<file path="config.mk">
export PLATFORM = sky130hd
export DESIGN_NAME = fir_uart_serializer
export DESIGN_NICKNAME = d
export VERILOG_FILES = /design/src/rtl/fir_uart_serializer.sv
export SDC_FILE = /design/constraint.sdc
export NUM_CORES = 1
export LEC_CHECK = 0
export CORE_MARGIN = 2
export CORE_UTILIZATION = 46
export CTS_CLUSTER_DIAMETER = 200
export DETAILED_ROUTE_END_ITERATION = 10
export PLACE_DENSITY = 0.83
export SLEW_MARGIN = 25
export SYNTH_ARGS = -nofsm -noshare
export SYNTH_HDL_FRONTEND = slang
export SYNTH_SLANG_ARGS = --single-unit
</file>
<file path="constraint.sdc">
create_clock -name clk -period 1.9 [get_ports clk]
set_input_delay 0.19 -clock clk [delete_from_list [all_inputs] [get_ports clk]]
set_output_delay 0.19 -clock clk [all_outputs]
set_load 0.01 [all_outputs]
</file>
<file path="src/rtl/fir_uart_serializer.sv">
// Drains FIR output words from the output FIFO and hands them byte by byte to a UART
// transmitter, respecting the send/txed handshake and an optional inter-byte idle gap.
module fir_uart_serializer #(
    parameter int WIDTH     = 32,
    parameter int MSB_FIRST = 1,
    parameter int GAP_CLKS  = 0
) (
    input  logic             clk,
    input  logic             rst,
    input  logic             i_ff_empty,
    output logic             o_ff_rden,
    input  logic [WIDTH-1:0] i_ff_data,
    output logic             o_uart_send,
    output logic [7:0]       o_uart_txbyte,
    input  logic             i_uart_active,
    input  logic             i_uart_txed,
    output logic             o_busy,
    output logic             o_word_done,
    output logic [15:0]      o_word_cnt
);
    localparam int NBYTES = WIDTH / 8;
    localparam int IDX_W  = (NBYTES > 1) ? $clog2(NBYTES) : 1;
    localparam logic [IDX_W-1:0] LAST_IDX = IDX_W'(NBYTES - 1);
    localparam logic [7:0]       GAP_LOAD = 8'(GAP_CLKS);

    typedef enum logic [2:0] {
        S_IDLE,
        S_RD,
        S_LD,
        S_SEND,
        S_WAIT_TX,
        S_GAP,
        S_DONE
    } state_t;

    state_t             state_reg, state_next;
    logic [WIDTH-1:0]   word_buf_reg, word_buf_next;
    logic [IDX_W-1:0]   idx_reg, idx_next;
    logic [7:0]         gap_cnt_reg, gap_cnt_next;
    logic               ff_rden_reg, ff_rden_next;
    logic               uart_send_reg, uart_send_next;
    logic [7:0]         txbyte_reg, txbyte_next;
    logic               busy_reg, busy_next;
    logic               word_done_reg, word_done_next;
    logic [15:0]        word_cnt_reg, word_cnt_next;

    // Byte lanes in transmission order, so lane 0 is always the first byte on the wire.
    logic [7:0] byte_lane [NBYTES];
    generate
        for (genvar gi = 0; gi < NBYTES; gi++) begin : g_lane
            if (MSB_FIRST != 0) begin : g_msb
                assign byte_lane[gi] = word_buf_reg[WIDTH-1-8*gi -: 8];
            end else begin : g_lsb
                assign byte_lane[gi] = word_buf_reg[8*gi +: 8];
            end
        end
    endgenerate

    always_ff @(posedge clk or posedge rst) begin
        if (rst) begin
            state_reg     <= S_IDLE;
            word_buf_reg  <= '0;
            idx_reg       <= '0;
            gap_cnt_reg   <= '0;
            ff_rden_reg   <= 1'b0;
            uart_send_reg <= 1'b0;
            txbyte_reg    <= 8'h00;
            busy_reg      <= 1'b0;
            word_done_reg <= 1'b0;
            word_cnt_reg  <= 16'h0000;
        end else begin
            state_reg     <= state_next;
            word_buf_reg  <= word_buf_next;
            idx_reg       <= idx_next;
            gap_cnt_reg   <= gap_cnt_next;
            ff_rden_reg   <= ff_rden_next;
            uart_send_reg <= uart_send_next;
            txbyte_reg    <= txbyte_next;
            busy_reg      <= busy_next;
            word_done_reg <= word_done_next;
            word_cnt_reg  <= word_cnt_next;
        end
    end

    always_comb begin
        state_next     = state_reg;
        word_buf_next  = word_buf_reg;
        idx_next       = idx_reg;
        gap_cnt_next   = gap_cnt_reg;
        ff_rden_next   = 1'b0;
        uart_send_next = 1'b0;
        txbyte_next    = txbyte_reg;
        word_done_next = 1'b0;
        word_cnt_next  = word_cnt_reg;

        case (state_reg)
            S_IDLE: begin
                if (!i_ff_empty) begin
                    state_next   = S_RD;
                    ff_rden_next = 1'b1;
                end
            end
            S_RD: begin
                state_next = S_LD;
            end
            S_LD: begin
                word_buf_next = i_ff_data;
                idx_next      = '0;
                state_next    = S_SEND;
            end
            S_SEND: begin
                if (!i_uart_active) begin
                    uart_send_next = 1'b1;
                    txbyte_next    = byte_lane[idx_reg];
                    state_next     = S_WAIT_TX;
                end
            end
            S_WAIT_TX: begin
                // A txed coinciding with our own send pulse belongs to an older transfer.
                if (i_uart_txed && !uart_send_reg) begin
                    if (idx_reg == LAST_IDX) begin
                        state_next = S_DONE;
                    end else begin
                        idx_next     = idx_reg + 1'b1;
                        gap_cnt_next = GAP_LOAD;
                        state_next   = S_GAP;
                    end
                end
            end
            S_GAP: begin
                // Count down the idle gap, then also wait for the transmitter to go quiet.
                if (gap_cnt_reg == 8'd0) begin
                    if (!i_uart_active) begin
                        state_next = S_SEND;
                    end
                end else begin
                    gap_cnt_next = gap_cnt_reg - 8'd1;
                end
            end
            S_DONE: begin
                word_done_next = 1'b1;
                word_cnt_next  = word_cnt_reg + 16'd1;
                state_next     = S_IDLE;
            end
            default: begin
                state_next = S_IDLE;
            end
        endcase

        busy_next = (state_next != S_IDLE);
    end

    assign o_ff_rden     = ff_rden_reg;
    assign o_uart_send   = uart_send_reg;
    assign o_uart_txbyte = txbyte_reg;
    assign o_busy        = busy_reg;
    assign o_word_done   = word_done_reg;
    assign o_word_cnt    = word_cnt_reg;

endmodule

</file>
==> summary.txt, run 1 <==
Status
  – Status: completed

Power
  – Clock power frac: 20.7%
  – Pleak: about 1.8 nW
  – Int Power: between 4 and 5 mW
  – Sw Share: 31.0%
  – VDD IR-drop max: 0.000882 V
  – Sequential power share: roughly two fifths
  – Pwr dens: 1480 mW/mm^2
  – Combinational fraction of design power: 39.3%
  – NetSw: 2.00 mW

Layout
  – P&R area growth vs syn: 34.0%
  – # diodes: 0
  – Final non-filler cell area: 0.00437 sq mm
  – Share of cells above drive strength 1: 29.7%
  – Max reg flops: 32
  – Fin nets: 363

Route
  – Routed wire per std cell: around 15 um
  – Vias: 2188
  – Initial DRT Pass Iterations: 4
  – DRC: 0
  – Post-route ant nets: 0
  – Post-DR vias/cell: 5.17
  – Final wirelength: approximately 6.3 mm
  – Drt initial violations: 89

Logic synthesis
  – Syn Nets: 281
  – Ys flop type: dfrtp_1
  – EDFF count, synth: 0
  – Largest cells by area after synthesis: dfrtp_1 56%, mux2_2 14%, mux4_2 5.5%, xnor2_1 3.8%, nand2_1 1.7%
  – Yosys top cell area share: 56.0%
  – Seq cells post-synth: 73
  – Async set-reset flop share out of synthesis: 100%
  – Sequential share of the synthesized area: 56.0%
  – Syn avg cell area: 13.6 sq um
  – Synth area leader: dfrtp_1
  – Most frequent cell after synthesis: dfrtp_1
  – List of most frequent post-synthesis cells: 73 x dfrtp_1, 40 x mux2_2, 15 x nand2_1
  – Synth warnings: 0
  – Yosys cell types: 40
  – Synthesized area: 0.00326 sq mm
  – Gate Count Post-Synth: 240

Global routing
  – Initial antenna violation count: 0
  – Total congestion overflow: 0
  – Total Routing Usage GR: between 10% and 20%
  – First-pass GRT wire length: 10.9 mm
  – Largest net degree at the start of global routing: 74
  – Vias in the first global route: 2333

STA
  – Slew @ Worst Pin: 440 ps
  – Min Hold Slack: ~270 ps
  – Final min period: 1790 ps
  – Rel. slew slack: between 70 and 80%
  – TNS Setup: 0 ps
  – Fmax: 0.560 GHz
  – Final setup margin: 114 ps
  – Final setup viols: 0
  – Final Hold Vio Count: 0
  – Fin crit share: a little over nine tenths
  – Final slew viol count: 0
  – Setup Skew: 6.62 ps
  – RSZ-0062 raised after global routing: false

Run
  – Max_cap viols: 0

Critical path
  – FF-to-FF Start: gap_cnt_reg[0]
  – R2R setup slack: roughly 110 ps
  – Critical path required time: 2120 ps
  – Critical-path cell list: inv_2 -> ha_4 -> nor3b_4 -> nand4_1 -> a31o_2 -> or4b_1
  – Worst EP arrival: 2000 ps
  – Crit start category: register
  – Worst Reg-to-Reg Cells: 6
  – RR Endpoint: o_busy
  – CP Max Fanout: 3
  – Worst setup EP type: register
  – Worst Setup Path Type: reg2reg
  – Crit-path slowest cell: or4b_1
  – Critical path's largest stage delay: between 400 and 500 ps

Clock tree
  – Clock buffer depth: 2
  – Clock-pin slew on the worst setup and hold paths: 80 ps
  – Total CTS buffers: 9
  – CTS root buf: clkbuf_8
  – CTS H-Tree Depth: 3
  – Clk_lat worst skew: 340 ps
  – CTS Sinks: 73
  – TritonCTS clock tree: built

Placement
  – Routability-driven placement congestion ratio: 0.809
  – Post-DP HPWL: 4.41 mm
  – Port Buffers: 64
  – DP Area: between 0.004 and 0.005 sq mm
  – Pre-CTS setup slack: -12.1 ps

Worst hold path
  – Worst Hold Class: in2async

Floorplan
  – Num rows: 30
  – Top Ports: 65
  – Die Span Y: 88.2 um
  – Initial core utilization: 47.8%
  – Core area: roughly 0.007 sq mm
  – Die area: just under 0.008 sq mm
  – Die span in x: 88.2 um
## worst max path at each step
stage	to	cells after the start	slack (ps)	start
floorplan	o_busy	6	3	gap_cnt_reg[0]
global placement	o_busy	6	70	gap_cnt_reg[0]
detailed placement	o_busy	6	-10	gap_cnt_reg[1]
CTS	gap_cnt_reg[1]	6	30	gap_cnt_reg[1]
global route	o_busy	6	5	gap_cnt_reg[1]
finish	o_busy	6	110	gap_cnt_reg[0]
## stage by stage
stage	instances	power (mW)	util [%]
floorplan	240	4.19	-
global placement	406	4.97	60.3
detailed placement	406	5.08	60.3
CTS	422	6.45	63.6
global route	423	6.93	64.0
finish	423	6.47	64.0
## layer usage
layer  routed length (um)  GRT usage, %
met1                 2830          24.0
met2                 3030          29.0
met4                  121          8.68
met5                    0             0
met3                  360          5.22
## critical path: cells and delay by family, from the launching register on
| kind | cells | cell delay [ps] |
|---|---|---|
| flip-flops | 1 | 400 |
| adder cells (fa/ha/maj) | 1 | 140 |
| AND/OR/NAND/NOR | 3 | 780 |
| buffers and inverters | 1 | 90 |
| AO/OA/AOI/OAI | 1 | 260 |
## layout make-up
| type | instances | area (sq um) |
|---|---|---|
| tap | 96 | 120 |
| clock inverter | 6 | 90.1 |
| timing repair buffer | 81 | 793 |
| clock buffer | 10 | 128 |
| fill | 540 | 2460 |
| sequential | 73 | 1830 |
| inverter | 8 | 33.8 |
| multi-input combinational | 149 | 1380 |
## cell usage in the layout (no fill, tap or decap), types with 6 or more instances in the layout
master / instances
mux2_2: 40
clkbuf_8: 9
mux4_2: 8
xnor2_1: 14
nand3_1: 7
nand2_1: 15
dfrtp_1: 72
clkdlybuf4s50_1: 64
nor2_1: 7
buf_4: 15
nand4_1: 6
## power groups by stage
stage	clock (mW)	sequential, mW	combinational (mW)
floorplan	0	2.55	1.63
global placement	0	2.57	2.40
detailed placement	0	2.60	2.47
CTS	1.37	2.58	2.50
global route	1.44	2.68	2.80
finish	1.34	2.59	2.54
## cells by family after synthesis
kind of cell,after synthesis,synth area share [%]
flops,73,56.0
simple gates,61,11.4
mux,52,20.5
xor+xnor,16,4.29
fa+ha+maj,4,1.53
compound gates,16,3.30
buf+inv,18,2.95
## what timing repair did
item | CTS | global route
resized for setup | 1 | 7
pin swaps | 0 | 2
hold endpoints to repair | 0 | 0
cloned | 0 | 0
hold buffers | 0 | 0
setup endpoints to repair | 1 | 5
setup buffers | 0 | 1
Note: power is estimated with default switching activity, not from simulation.
==> run 2: changes to the inputs <==
--- a/config.mk
+++ b/config.mk
@@ -5,6 +5,7 @@
 export SDC_FILE = /design/constraint.sdc
 export NUM_CORES = 1
 export LEC_CHECK = 0
+export CORE_ASPECT_RATIO = 2
 export CORE_MARGIN = 2
 export CORE_UTILIZATION = 46
 export CTS_CLUSTER_DIAMETER = 200
==> summary.txt, run 2 (synthesized netlist as in run 1, its figures left out) <==
Placement
  – Routability-driven placement congestion ratio: 0.838 (+3.5%)
  – Pre-CTS setup slack: 6.58 ps (+18.7 ps)
  – Post-DP HPWL: 4.88 mm (+11%)
  – Port Buffers: 64 (unchanged)

Critical path
  – Critical path's largest stage delay: 480 ps (+20 ps)
  – Critical path required time: 2100 ps (-20 ps)
  – Worst Setup Path Type: reg2reg
  – Worst EP arrival: 2070 ps (+70 ps)
  – Crit start category: register
  – CP bufs+invs: 1 (unchanged)
  – CP Max Fanout: 3 (unchanged)
  – CP top delay family: simple AND/OR/NAND/NOR gates
  – Crit-path slowest cell: or4b_1
  – Worst setup EP type: register
  – Critical-path cell list: inv_1 -> ha_1 -> nor3b_2 -> nand4_1 -> a31o_2 -> or4b_1

Run
  – Max_cap viols: 0 (unchanged)

Floorplan
  – Num rows: 43 (+43%)
  – Die span in x: 63.6 um (-28%)
  – Core area: 0.00689 sq mm (+0.81%)
  – Initial core utilization: 47.4% (-0.38 points)
  – Die Span Y: 123 um (+40%)
  – Die area: 0.00783 sq mm (+0.52%)
  – Top Ports: 65 (unchanged)

Layout
  – Share of cells above drive strength 1: 28.4% (-1.3 points)
  – Commonest cells after routing, fill and taps aside: 72 x dfrtp_1, 64 x clkdlybuf4s50_1, 40 x mux2_2, 16 x buf_4, 15 x nand2_1
  – # diodes: 0 (unchanged)
  – Max reg flops: 32 (unchanged)
  – Fill count: 583 (+8.0%)
  – Fin nets: 364 (+0.28%)
  – Most common cell after layout, fill and taps aside: dfrtp_1
  – P&R area growth vs syn: 35.9%

Power
  – Clock power frac: 24.4% (+3.7 points)
  – PnR Total Power: 6.76 mW (+4.6%)
  – Int Power: 4.74 mW (+6.2%)
  – Sequential power share: 38.4% (-1.6 points)
  – Pleak: 1.86 nW (+2.4%)
  – Sw Share: 29.9% (-1.1 points)
  – VDD IR-drop max: 0.00107 V (+21%)
  – Pwr dens: 1520 mW/mm^2 (+3.1%)
  – Combinational fraction of design power: 37.1% (-2.2 points)
  – NetSw: 2.02 mW (+1.0%)

Clock tree
  – Setup Fix Bufs, Post-CTS: 0 (unchanged)
  – TritonCTS clock tree: built
  – CTS Sinks: 73 (unchanged)
  – Clock-pin slew on the worst setup and hold paths: 60 ps (-20 ps)
  – Clock buffer depth: 2 (unchanged)
  – Total CTS buffers: 9 (unchanged)
  – CTS root buf: clkbuf_16
  – CTS H-Tree Depth: 3 (unchanged)
  – Clk_lat worst skew: 330 ps (about the same)

STA
  – Fmax: 0.536 GHz (-4.4%)
  – Final min period: 1870 ps (+81.3 ps)
  – Final Hold Vio Count: 0 (unchanged)
  – Fin crit share: 98.3% (+4.3 points)
  – Rel. slew slack: 74.5% (+4.1 points)
  – Slew @ Worst Pin: 382 ps (-58.4 ps)
  – Final setup margin: 32.8 ps (-81.3 ps)
  – Final slew viol count: 0 (unchanged)
  – Setup Skew: 5.77 ps (-0.855 ps)
  – Final setup viols: 0 (unchanged)

Global routing
  – Initial antenna violation count: 0 (unchanged)
  – Total congestion overflow: 0 (unchanged)
  – First-pass GRT wire length: 11.6 mm (+6.1%)
  – Total Routing Usage GR: 19.7% (+1.2 points)
  – Largest net degree at the start of global routing: 74 (unchanged)
  – Vias in the first global route: 2506 (+7.4%)

Route
  – Initial DRT Pass Iterations: 4 (unchanged)
  – Post-DR vias/cell: 5.31 (+2.6%)
  – Vias: 2219 (+1.4%)
  – Routed wire per std cell: 16.2 um (+8.2%)
  – Final wirelength: 6.78 mm (+6.9%)
  – Post-route ant nets: 0 (unchanged)
  – Drt initial violations: 124 (+39%)
  – DRC: 0 (unchanged)

Status
  – Status: completed

Worst hold path
  – Worst Hold Class: in2async
## run 2: changes by cell type in the layout (fill, tap and decap cells not counted), sizes merged
cell,delta
bufinv,-1
buf,+1
clkinv,+1
inv,-2
clkinvlp,-1
clkbuf,+3
## run 2: through the flow
step	utilization (%)	std cells	area, sq um	setup TNS, ps	hold slack (ps)
floorplan	-	240	3270	0	256
global placement	59.9	402	4130	0	467
detailed placement	59.9	402	4130	0	477
CTS	64.2	418	4420	0	322
global route	64.4	418	4440	-13.3	343
finish	64.4	418	4440	0	291
## run 2: worst paths after layout
check | to | slack [ps] | startpoint | cells past startpoint
worst max-delay path | o_busy | 30 | gap_cnt_reg[0] | 6
worst min-delay path | byte_lane[27] | 290 | rst | 3
worst max register to register | o_busy | 30 | gap_cnt_reg[0] | 6
worst min register to register | o_word_cnt[15] | 480 | o_word_cnt[15] | 1
max in group asynchronous | byte_lane[0] | 1290 | rst | 3
min in group clk | o_ff_rden | 430 | i_ff_empty | 2
## run 2: layout make-up
type	count	area [sq um]	share of cell area [%]
Sequential cell	73	1830	41.2
Multi-Input combinational cell	149	1370	30.9
Timing Repair Buffer	82	801	18.0
Clock buffer	13	250	5.64
Tap cell	90	113	2.54
Clock inverter	3	40.0	0.902
Inverter	8	33.8	0.761
## run 2: per-layer routing
layer / track usage, % / routed length (um)
met3: 5.46 / 305
met5: 0 / 0
met4: 9.38 / 108
met1: 20.7 / 2470
met2: 35.8 / 3890
## run 2: power groups by stage
stage | registers, mW | logic (mW) | clock network, mW
2_1_floorplan | 2.55 | 1.63 | 0
3_3_place_gp | 2.58 | 2.39 | 0
3_5_place_dp | 2.62 | 2.48 | 0
4_1_cts | 2.61 | 2.50 | 1.69
5_1_grt | 2.68 | 2.73 | 1.76
6_report | 2.60 | 2.51 | 1.65
## run 2: worst min-delay path: cells and delay by family
family	cells	cell delay, ps
buffers and inverters	3	850
## run 2: repair_timing
action | 4_1_cts | 5_1_grt
hold buffers | 0 | 0
resized for setup | 1 | 4
setup endpoints to repair | 1 | 5
